$ cat config.mk
export PLATFORM = sky130hd
export DESIGN_NAME = ysyx_25030093_fetch_queue
export DESIGN_NICKNAME = d
export VERILOG_FILES = /design/src/rtl/ysyx_25030093_pkg.sv /design/src/rtl/ysyx_25030093_sync_fifo.sv /design/src/rtl/ysyx_25030093_fetch_queue.sv
export SDC_FILE = /design/constraint.sdc
export NUM_CORES = 1
export LEC_CHECK = 0
export BUFFER_PORTS_ARGS = -buffer_cell sky130_fd_sc_hd__buf_2
export CORE_ASPECT_RATIO = 0.7
export CORE_MARGIN = 8
export CORE_UTILIZATION = 30
export CTS_BUF_LIST = sky130_fd_sc_hd__clkbuf_2 sky130_fd_sc_hd__clkbuf_4 sky130_fd_sc_hd__clkbuf_8
export CTS_CLUSTER_DIAMETER = 200
export CTS_CLUSTER_SIZE = 20
export DETAILED_ROUTE_END_ITERATION = 6
export HOLD_SLACK_MARGIN = 0.02
export PLACE_DENSITY = 0.45
export SYNTH_ARGS = -nofsm -noshare
export SYNTH_HDL_FRONTEND = slang
export SYNTH_HIERARCHICAL = 1
export SYNTH_SLANG_ARGS = --single-unit
$ cat constraint.sdc
create_clock -name clk -period 20.8 [get_ports clk]
set_input_delay 4.16 -clock clk [delete_from_list [all_inputs] [get_ports clk]]
set_output_delay 4.16 -clock clk [all_outputs]
set_load 0.005 [all_outputs]
$ cat src/rtl/ysyx_25030093_pkg.sv
// Shared constants and the queue entry type for the fetch queue.
// The queue may be built with the YSYX_25030093_FQ_BYPASS_EN macro; see the top-level file.
package ysyx_25030093_pkg;

  localparam int unsigned XLEN = 32;
  localparam logic [XLEN-1:0] RESET_PC = 32'h8000_0000;

  typedef struct packed {
    logic [XLEN-1:0] pc;
    logic [XLEN-1:0] inst;
  } fq_entry_t;

endpackage

$ cat src/rtl/ysyx_25030093_sync_fifo.sv
// Power-of-two synchronous FIFO with flush and occupancy count.
// Reset is synchronous and active-low; flush wins over push and pop.
module ysyx_25030093_sync_fifo #(
  parameter int unsigned Depth = 4,
  parameter int unsigned Width = 64,
  localparam int unsigned AddrW = $clog2(Depth),
  localparam int unsigned CntW  = $clog2(Depth) + 1
) (
  input  logic             clk_i,
  input  logic             rst_ni,
  input  logic             flush_i,
  input  logic             push_i,
  input  logic [Width-1:0] wdata_i,
  input  logic             pop_i,
  output logic [Width-1:0] rdata_o,
  output logic [CntW-1:0]  count_o,
  output logic             empty_o
);

  logic [Width-1:0] mem_q [Depth];
  logic [Width-1:0] mem_d [Depth];
  logic [AddrW-1:0] wr_ptr_q, wr_ptr_d, rd_ptr_q, rd_ptr_d;
  logic [CntW-1:0]  count_q, count_d;
  logic             full, push_ok, pop_ok;

  always_comb begin
    full    = (count_q == CntW'(Depth));
    empty_o = (count_q == '0);
    push_ok = push_i & ~full;
    pop_ok  = pop_i & ~empty_o;
    rdata_o = mem_q[rd_ptr_q];
    count_o = count_q;
  end

  always_comb begin
    mem_d    = mem_q;
    wr_ptr_d = wr_ptr_q;
    rd_ptr_d = rd_ptr_q;
    count_d  = count_q;
    if (flush_i) begin
      wr_ptr_d = '0;
      rd_ptr_d = '0;
      count_d  = '0;
    end else begin
      if (push_ok) begin
        mem_d[wr_ptr_q] = wdata_i;
        wr_ptr_d        = wr_ptr_q + AddrW'(1);
      end
      if (pop_ok) begin
        rd_ptr_d = rd_ptr_q + AddrW'(1);
      end
      if (push_ok && !pop_ok) begin
        count_d = count_q + CntW'(1);
      end else if (!push_ok && pop_ok) begin
        count_d = count_q - CntW'(1);
      end
    end
  end

  always_ff @(posedge clk_i) begin
    if (!rst_ni) begin
      wr_ptr_q <= '0;
      rd_ptr_q <= '0;
      count_q  <= '0;
    end else begin
      wr_ptr_q <= wr_ptr_d;
      rd_ptr_q <= rd_ptr_d;
      count_q  <= count_d;
    end
  end

  // Storage carries no reset; validity is tracked by the pointers and count.
  always_ff @(posedge clk_i) begin
    mem_q <= mem_d;
  end

endmodule

$ cat src/rtl/ysyx_25030093_fetch_queue.sv
// Instruction fetch queue: credit-based request issue, in-order responses, redirect flush.
// Define YSYX_25030093_FQ_BYPASS_EN to present a response in its arrival cycle when the queue is empty.
module ysyx_25030093_fetch_queue #(
  parameter int unsigned     XLEN     = ysyx_25030093_pkg::XLEN,
  parameter int unsigned     DEPTH    = 4,
  parameter logic [XLEN-1:0] RESET_PC = ysyx_25030093_pkg::RESET_PC
) (
  input  logic            clk,
  input  logic            rst,
  output logic            req_valid,
  input  logic            req_ready,
  output logic [XLEN-1:0] req_addr,
  input  logic            resp_valid,
  input  logic [XLEN-1:0] resp_data,
  output logic            out_valid,
  input  logic            out_ready,
  output logic [XLEN-1:0] out_pc,
  output logic [XLEN-1:0] out_inst,
  input  logic            redirect_valid,
  input  logic [XLEN-1:0] redirect_pc
);

  typedef ysyx_25030093_pkg::fq_entry_t entry_t;

  localparam int unsigned CntW = $clog2(DEPTH) + 1;
  localparam logic [CntW:0] UseLimit = (CntW + 1)'(DEPTH);

  logic [XLEN-1:0] fetch_pc_q, fetch_pc_d, resp_pc_q, resp_pc_d;
  logic [CntW-1:0] inflight_q, inflight_d, drop_cnt_q, drop_cnt_d;
  logic [CntW-1:0] fifo_count;
  logic [CntW:0]   in_use;
  logic [XLEN-1:0] redirect_base;
  logic            fifo_empty, fifo_push, fifo_pop;
  logic            req_fire, resp_stale, resp_take, bypass;
  entry_t          wr_entry, rd_entry;

  // Request side: credits cover both queued entries and responses still in flight.
  always_comb begin
    redirect_base = redirect_pc & ~XLEN'(3);
    in_use        = {1'b0, fifo_count} + {1'b0, inflight_q};
    req_valid     = rst & ~redirect_valid & (in_use < UseLimit);
    req_addr      = fetch_pc_q;
    req_fire      = req_valid & req_ready;
    resp_stale    = redirect_valid | (drop_cnt_q != '0);
    resp_take     = rst & resp_valid & ~resp_stale;
  end

  always_comb begin
    inflight_d = inflight_q;
    if (req_fire && !resp_valid) begin
      inflight_d = inflight_q + CntW'(1);
    end else if (!req_fire && resp_valid && (inflight_q != '0)) begin
      inflight_d = inflight_q - CntW'(1);
    end

    drop_cnt_d = drop_cnt_q;
    if (redirect_valid) begin
      // This cycle's response is already excluded through inflight_d.
      drop_cnt_d = inflight_d;
    end else if (resp_valid && (drop_cnt_q != '0)) begin
      drop_cnt_d = drop_cnt_q - CntW'(1);
    end

    fetch_pc_d = fetch_pc_q;
    resp_pc_d  = resp_pc_q;
    if (redirect_valid) begin
      fetch_pc_d = redirect_base;
      resp_pc_d  = redirect_base;
    end else begin
      if (req_fire) begin
        fetch_pc_d = fetch_pc_q + XLEN'(4);
      end
      if (resp_take) begin
        resp_pc_d = resp_pc_q + XLEN'(4);
      end
    end
  end

`ifdef YSYX_25030093_FQ_BYPASS_EN
  assign bypass = fifo_empty & resp_take;
`else
  assign bypass = 1'b0;
`endif

  always_comb begin
    wr_entry.pc   = resp_pc_q;
    wr_entry.inst = resp_data;
    out_valid     = ~fifo_empty | bypass;
    out_pc        = bypass ? resp_pc_q : rd_entry.pc;
    out_inst      = bypass ? resp_data : rd_entry.inst;
    // A bypassed entry consumed this cycle never needs a slot.
    fifo_push     = resp_take & ~(bypass & out_ready);
    fifo_pop      = ~fifo_empty & out_ready;
  end

  ysyx_25030093_sync_fifo #(
    .Depth (DEPTH),
    .Width ($bits(entry_t))
  ) u_fifo (
    .clk_i   (clk),
    .rst_ni  (rst),
    .flush_i (redirect_valid),
    .push_i  (fifo_push),
    .wdata_i (wr_entry),
    .pop_i   (fifo_pop),
    .rdata_o (rd_entry),
    .count_o (fifo_count),
    .empty_o (fifo_empty)
  );

  always_ff @(posedge clk) begin
    if (!rst) begin
      fetch_pc_q <= RESET_PC;
      resp_pc_q  <= RESET_PC;
      inflight_q <= '0;
      drop_cnt_q <= '0;
    end else begin
      fetch_pc_q <= fetch_pc_d;
      resp_pc_q  <= resp_pc_d;
      inflight_q <= inflight_d;
      drop_cnt_q <= drop_cnt_d;
    end
  end

endmodule

==> summary.md, run 1 <==
| Metric | Value |
|---|---|
| Async set-or-reset flop fraction in the synthesized netlist | `0%` |
| Status | `complete, no violations` |
| Mapped Area | `13440 sq um` |
| DP Wirelength | `21.86 mm` |
| CTS max path bufs | `3` |
| Clock latency on the worst-skew pair | `0.59 ns` |
| Die H | `193.1 um` |
| Top-area cell type share of the netlist area | `57.18%` |
| GR Overflow Total | `0` |
| Yosys reg bits | `329` |
| Synth-to-layout area growth | `13.83%` |
| Setup Fix Bufs, Post-CTS | `0` |
| Setup TNS | `0 ns` |
| Std-Cell Rows | `65` |
| Leakage power | `4.976 nW` |
| # DRC | `0` |
| Worst hold path class | `flip-flop to flip-flop` |
| Pwr Total | `1.130 mW` |
| I/O pins | `168` |
| Synth Flop Type | `edfxtp_1` |
| Worst Path Required | `approximately 17 ns` |
| Max-cap violations | `0` |
| Crit path max fanout | `39` |
| Launching point of the worst reg2reg path | `drop_cnt_q[0]$_SDFFE_PN0P_` |
| Post-synth top area cell | `edfxtp_1` |
| Critical hold path startpoint | `req_addr[31]$_SDFFE_PN1P_` |
| DR pass1 iterations | `5` |
| Drt wl/cell | `20.64 um` |
| Diodes inserted | `0` |
| Post-Layout Inst Area | `15300 sq um` |
| First-pass GRT wire length | `50.47 mm` |
| Clock Tree Root | `clkbuf_8` |
| Final ANT Viol Nets | `0` |
| GPL Wtd Cong | `0.7644` |
| Initial Util | `30.11%` |
| Max_slew headroom | `28.20%` |
| Post-synth EDFFs | `between 200 and 300` |
| Register area share after synthesis | `68.05%` |
| Critical Path End Type | `output port` |
| Vias/cell | `between 4 and 5` |
| Critical path launch point type | `input pin` |
| # H-tree levels | `1` |
| Largest net degree at the start of global routing | `65` |
| Commonest cells post-synth | `edfxtp_1, dfxtp_1, mux4_2` |
| Via count | `7860` |
| Unique masters post-synth | `60` |
| Fill cells | `4335` |
| Setup Skew | `0.03177 ns` |
| CTS resizes | `0` |
| Yosys warning total | `6` |
| RSZ-0062 raised after global routing | `no` |
| Routed WL | `33.71 mm` |
| Fraction of layout cells with a size suffix above 1 | `28.06%` |
| Clock transition at the registers of the reported paths | `0.13 ns` |
| Fmax | `102.6 MHz` |
| Cts bufs inserted | `20` |
| # clock sinks | `329` |
| Initial antenna violation count | `0` |
| Count leader, synth | `edfxtp_1` |
| DRT iter0 DRCs | `439` |
| # hold bufs at CTS | `0` |
| CTS tree | `built` |
| Number of global-route vias before repair | `8012` |
| Setup CP Type | `input pin to output port` |
| Final net count | `1109` |
| Endpoints failing setup | `0` |
| Final min period | `between 9 and 10 ns` |
| Actual slew at the worst max-slew pin | `1.077 ns` |
| GRT Total Usage | `12.76%` |
| Final Hold Violating Endpoints | `0` |
| Synth area leaders | `edfxtp_1, dfxtp_1, mux4_2` |
| Avg Inst Size Synth | `between 15 and 20 sq um` |
| Critical Path AT | `between 5 and 6 ns` |
| Die Wd | `269.0 um` |
| Core area | `44650 sq um` |
| Slew Viols, Final | `0` |
| Final Cycle Share | `a little under half` |
| IO Port Bufs | `~160` |
| VDD IR-drop max | `0.02861 mV` |
| CP startpoint | `rst` |
| Pwr Density | `73.84 nW/um^2` |
| Placed inst area | `14950 sq um` |
| Mapped Cells | `858` |
| Die area | `51950 sq um` |
[where the power goes]
part	internal (mW)	total, mW	switching, mW
Combinational	0.0344	0.0810	0.0466
Sequential	0.723	0.742	0.0194
Clock	0.105	0.307	0.201
Total	0.863	1.13	0.267
[layout by cell type, fill, tap and decap left out, types with 28 or more instances in the layout]
master    instances
edfxtp_1        256
buf_2           163
dfxtp_1          71
mux4_2           64
a21oi_1          57
nand2_1          39
o21ai_0          37
nand3_1          29
nor2_1           28
xnor2_1          28
[metal layers]
| layer | part of all wire, % | GRT usage, % |
|---|---|---|
| met1 | 49 | 18.96 |
| met3 | 6.0 | 2.914 |
| met2 | 44 | 19.22 |
| met5 | 0 | 0 |
| met4 | 1.3 | 1.942 |
[layout make-up]
cell class	instances	area (sq um)	area share, %
sequential	329	9156	59.83
multi-input combinational	475	4046	26.44
timing repair buffer	176	913.4	5.968
tap	603	754.5	4.930
clock buffer	27	334.1	2.183
inverter	22	82.58	0.5396
clock inverter	1	16.27	0.1063
[registers in the layout (all words and copies together), names as in the netlist]
signal	flops
u_fifo/rd_ptr_q	2
u_fifo/wr_ptr_q	2
u_fifo/mem_q	256
resp_pc_q	30
inflight_q	3
u_fifo/count_o	3
drop_cnt_q	3
req_addr	30
[worst max-delay path, stage by stage]
cell     delay [ns]
buf_2          0.57
nor3b_2        0.42
nand2_1        0.10
nor3_1         0.17
buf_2          0.15
[through the flow]
step / std cells / setup slack, ns / hold slack, ns / util (%)
after global routing: 1633 / 10.88 / 0.5470 / 34.27
after global placement: 1605 / 11.09 / 0.4779 / 33.49
after CTS: 1633 / 11.03 / 0.5073 / 34.27
after floorplan: 867 / 10.49 / 0.4713 / -
after detailed placement: 1605 / 11.04 / 0.4770 / 33.49
final: 1633 / 11.06 / 0.5103 / 34.27
[cells by family (layout without fill, tap and decap cells)]
| kind of cell | count (synthesis) | after routing | share of synthesized area, % |
|---|---|---|---|
| compound gates | 133 | 133 | 5.621 |
| xor+xnor | 44 | 44 | 2.866 |
| fa+ha+maj | 15 | 15 | 1.452 |
| buf+inv | 63 | 226 | 2.252 |
| flops | 329 | 329 | 68.05 |
| mux | 71 | 71 | 11.27 |
| other cells | 1 | 10 | 0.02789 |
| simple gates | 202 | 202 | 8.460 |
[worst paths after layout]
path                                endpoint  slack [ns]  depth (start not counted)
hold reg to reg    req_addr[31]$_SDFFE_PN1P_        0.51                          2
setup / recovery                   req_valid       11.06                          5
setup reg to reg  u_fifo/mem_q[55]$_DFFE_PP_       17.32                          8
hold / removal     req_addr[31]$_SDFFE_PN1P_        0.51                          2
No activity file was read; power rests on OpenSTA's default activity.
==> inputs of run 2 (changes only) <==
==> constraint.sdc (replaced) <==
create_clock -name clk -period 9.3 [get_ports clk]
set_input_delay 1.86 -clock clk [delete_from_list [all_inputs] [get_ports clk]]
set_output_delay 1.86 -clock clk [all_outputs]
set_load 0.005 [all_outputs]
==> summary.md, run 2 (synthesis results as in run 1) <==
| Metric | Value |
|---|---|
| Endpoints failing setup | `0 (unchanged)` |
| Via count | `7910 (+0.64%)` |
| CP top delay family | `buffers and inverters` |
| Initial antenna violation count | `0 (unchanged)` |
| GR Overflow Total | `0 (unchanged)` |
| Initial Util | `30.11% (unchanged)` |
| Diodes inserted | `0 (unchanged)` |
| Crit path max fanout | `34 (-13%)` |
| VDD IR-drop max | `0.06417 mV (+120%)` |
| CTS resizes | `0 (unchanged)` |
| Setup TNS | `0 ns (unchanged)` |
| Crit-path cells | `buf_4, mux4_2, buf_2` |
| Die area | `51950 sq um (unchanged)` |
| Largest net degree at the start of global routing | `58 (-11%)` |
| Fin cells | `1635 (+0.12%)` |
| DRT iter0 DRCs | `452 (+3.0%)` |
| Die H | `193.1 um (unchanged)` |
| Critical Path AT | `3.10 ns (-2.48 ns)` |
| Vias/cell | `4.838 (+0.51%)` |
| Die Wd | `269.0 um (unchanged)` |
| Most common cell after layout, fill and taps aside | `edfxtp_1` |
| Critical path launch point type | `flip-flop` |
| DR pass1 iterations | `5 (unchanged)` |
| Placed cell count | `1606 (+0.062%)` |
| # hold bufs at CTS | `0 (unchanged)` |
| Actual slew at the worst max-slew pin | `1.076 ns (-0.0008345 ns)` |
| Most frequent cells in the layout | `edfxtp_1, buf_2, dfxtp_1` |
| Slew Viols, Final | `0 (unchanged)` |
| Leakage power | `4.986 nW (+0.21%)` |
| Clock Tree Root | `clkbuf_8` |
| I/O pins | `168 (unchanged)` |
| # clock sinks | `329 (unchanged)` |
| DP Wirelength | `22.11 mm (+1.1%)` |
| Clock transition at the registers of the reported paths | `0.13 ns (about the same)` |
| Worst hold path class | `flip-flop to flip-flop` |
| GRT Total Usage | `12.87% (+0.11 points)` |
| Critical path's largest stage delay | `0.88 ns (+0.31 ns)` |
| Core area | `44650 sq um (unchanged)` |
| Critical Path End Type | `output port` |
| Final ANT Viol Nets | `0 (unchanged)` |
| IO Port Bufs | `163 (unchanged)` |
| Pwr Density | `165.4 nW/um^2 (+120%)` |
| CTS tree | `built` |
| Final min period | `between 4 and 5 ns` |
| Worst Path Buf+Inv | `2 (unchanged)` |
| Fraction of layout cells with a size suffix above 1 | `28.20% (+0.14 points)` |
| Cts bufs inserted | `20 (unchanged)` |
| CP max stage cell | `dfxtp_4` |
| Number of flip-flops in the largest register | `256 (unchanged)` |
| Routed WL | `34.09 mm (+1.1%)` |
| Number of global-route vias before repair | `7996 (-0.20%)` |
| Setup Skew | `0.02999 ns (-0.001779 ns)` |
| Fmax | `201.7 MHz` |
| Max_slew headroom | `28.05% (-0.15 points)` |
| Drt wl/cell | `20.85 um (+1.0%)` |
| Setup Fix Bufs, Post-CTS | `0 (unchanged)` |
| Clock latency on the worst-skew pair | `0.59 ns (about the same)` |
| Status | `complete, no violations` |
| Final net count | `1110 (+0.090%)` |
| GPL Wtd Cong | `0.7456 (-2.5%)` |
| CTS max path bufs | `3 (unchanged)` |
| Top reg by flops | `u_fifo/mem_q` |
| Synth-to-layout area growth | `13.94% (about the same)` |
| Max-cap violations | `0 (unchanged)` |
| Std-Cell Rows | `65 (unchanged)` |
| Final Cycle Share | `53.30%` |
| Setup CP Type | `flip-flop to output port` |
| First-pass GRT wire length | `51.29 mm (+1.6%)` |
| # H-tree levels | `1 (unchanged)` |
| Final Hold Violating Endpoints | `0 (unchanged)` |
| Worst Path Required | `7.44 ns (-9.20 ns)` |
| # DRC | `0 (unchanged)` |
| RSZ-0062 raised after global routing | `no` |
## run 2: report_power, final
part,internal [mW],leakage [nW],switching (mW)
combinational,0.0769,1.87,0.105
clock,0.240,0.190,0.452
sequential,1.62,2.93,0.0433
## run 2: worst paths after layout
| kind | start | endpoint | slack, ns | depth (start not counted) |
|---|---|---|---|---|
| setup / recovery | u_fifo/rd_ptr_q[0]$_SDFFE_PP0P_ | out_pc[6] | 4.34 | 3 |
| hold / removal | req_addr[31]$_SDFFE_PN1P_ | req_addr[31]$_SDFFE_PN1P_ | 0.50 | 2 |
| setup reg to reg | drop_cnt_q[0]$_SDFFE_PN0P_ | u_fifo/mem_q[55]$_DFFE_PP_ | 5.88 | 8 |
| hold reg to reg | req_addr[31]$_SDFFE_PN1P_ | req_addr[31]$_SDFFE_PN1P_ | 0.50 | 2 |
## run 2: area by class of cell
type | instances | area, sq um
fill | 4311 | 29330
sequential | 329 | 9156
multi-input combinational | 475 | 4046
timing repair buffer | 177 | 920.9
tap | 603 | 754.5
clock buffer | 28 | 341.6
inverter | 22 | 82.58
clock inverter | 1 | 16.27
## run 2: layer usage
layer	global-route usage [%]	up-vias	share of wire [%]
li1	-	3678	-
met1	19.12	4020	50
met2	19.26	177	43
met3	2.636	35	4.9
met4	2.686	0	1.9
met5	0	-	0
## run 2: worst min-delay path: stages (launching register included)
cell     delay (ns)
dfxtp_1        0.35
inv_1          0.05
o21ai_0        0.07
## run 2: stage by stage
step	cell area, sq um	setup WS (ns)	hold slack, ns	power (mW)	utilization, %
floorplan	13480	1.293	0.4713	1.790	-
global placement	14960	4.070	0.4807	1.876	33.51
detailed placement	14960	4.018	0.4864	1.878	33.51
CTS	15320	4.179	0.5098	2.586	34.31
global route	15320	4.085	0.5335	2.656	34.31
finish	15320	4.343	0.5010	2.534	34.31
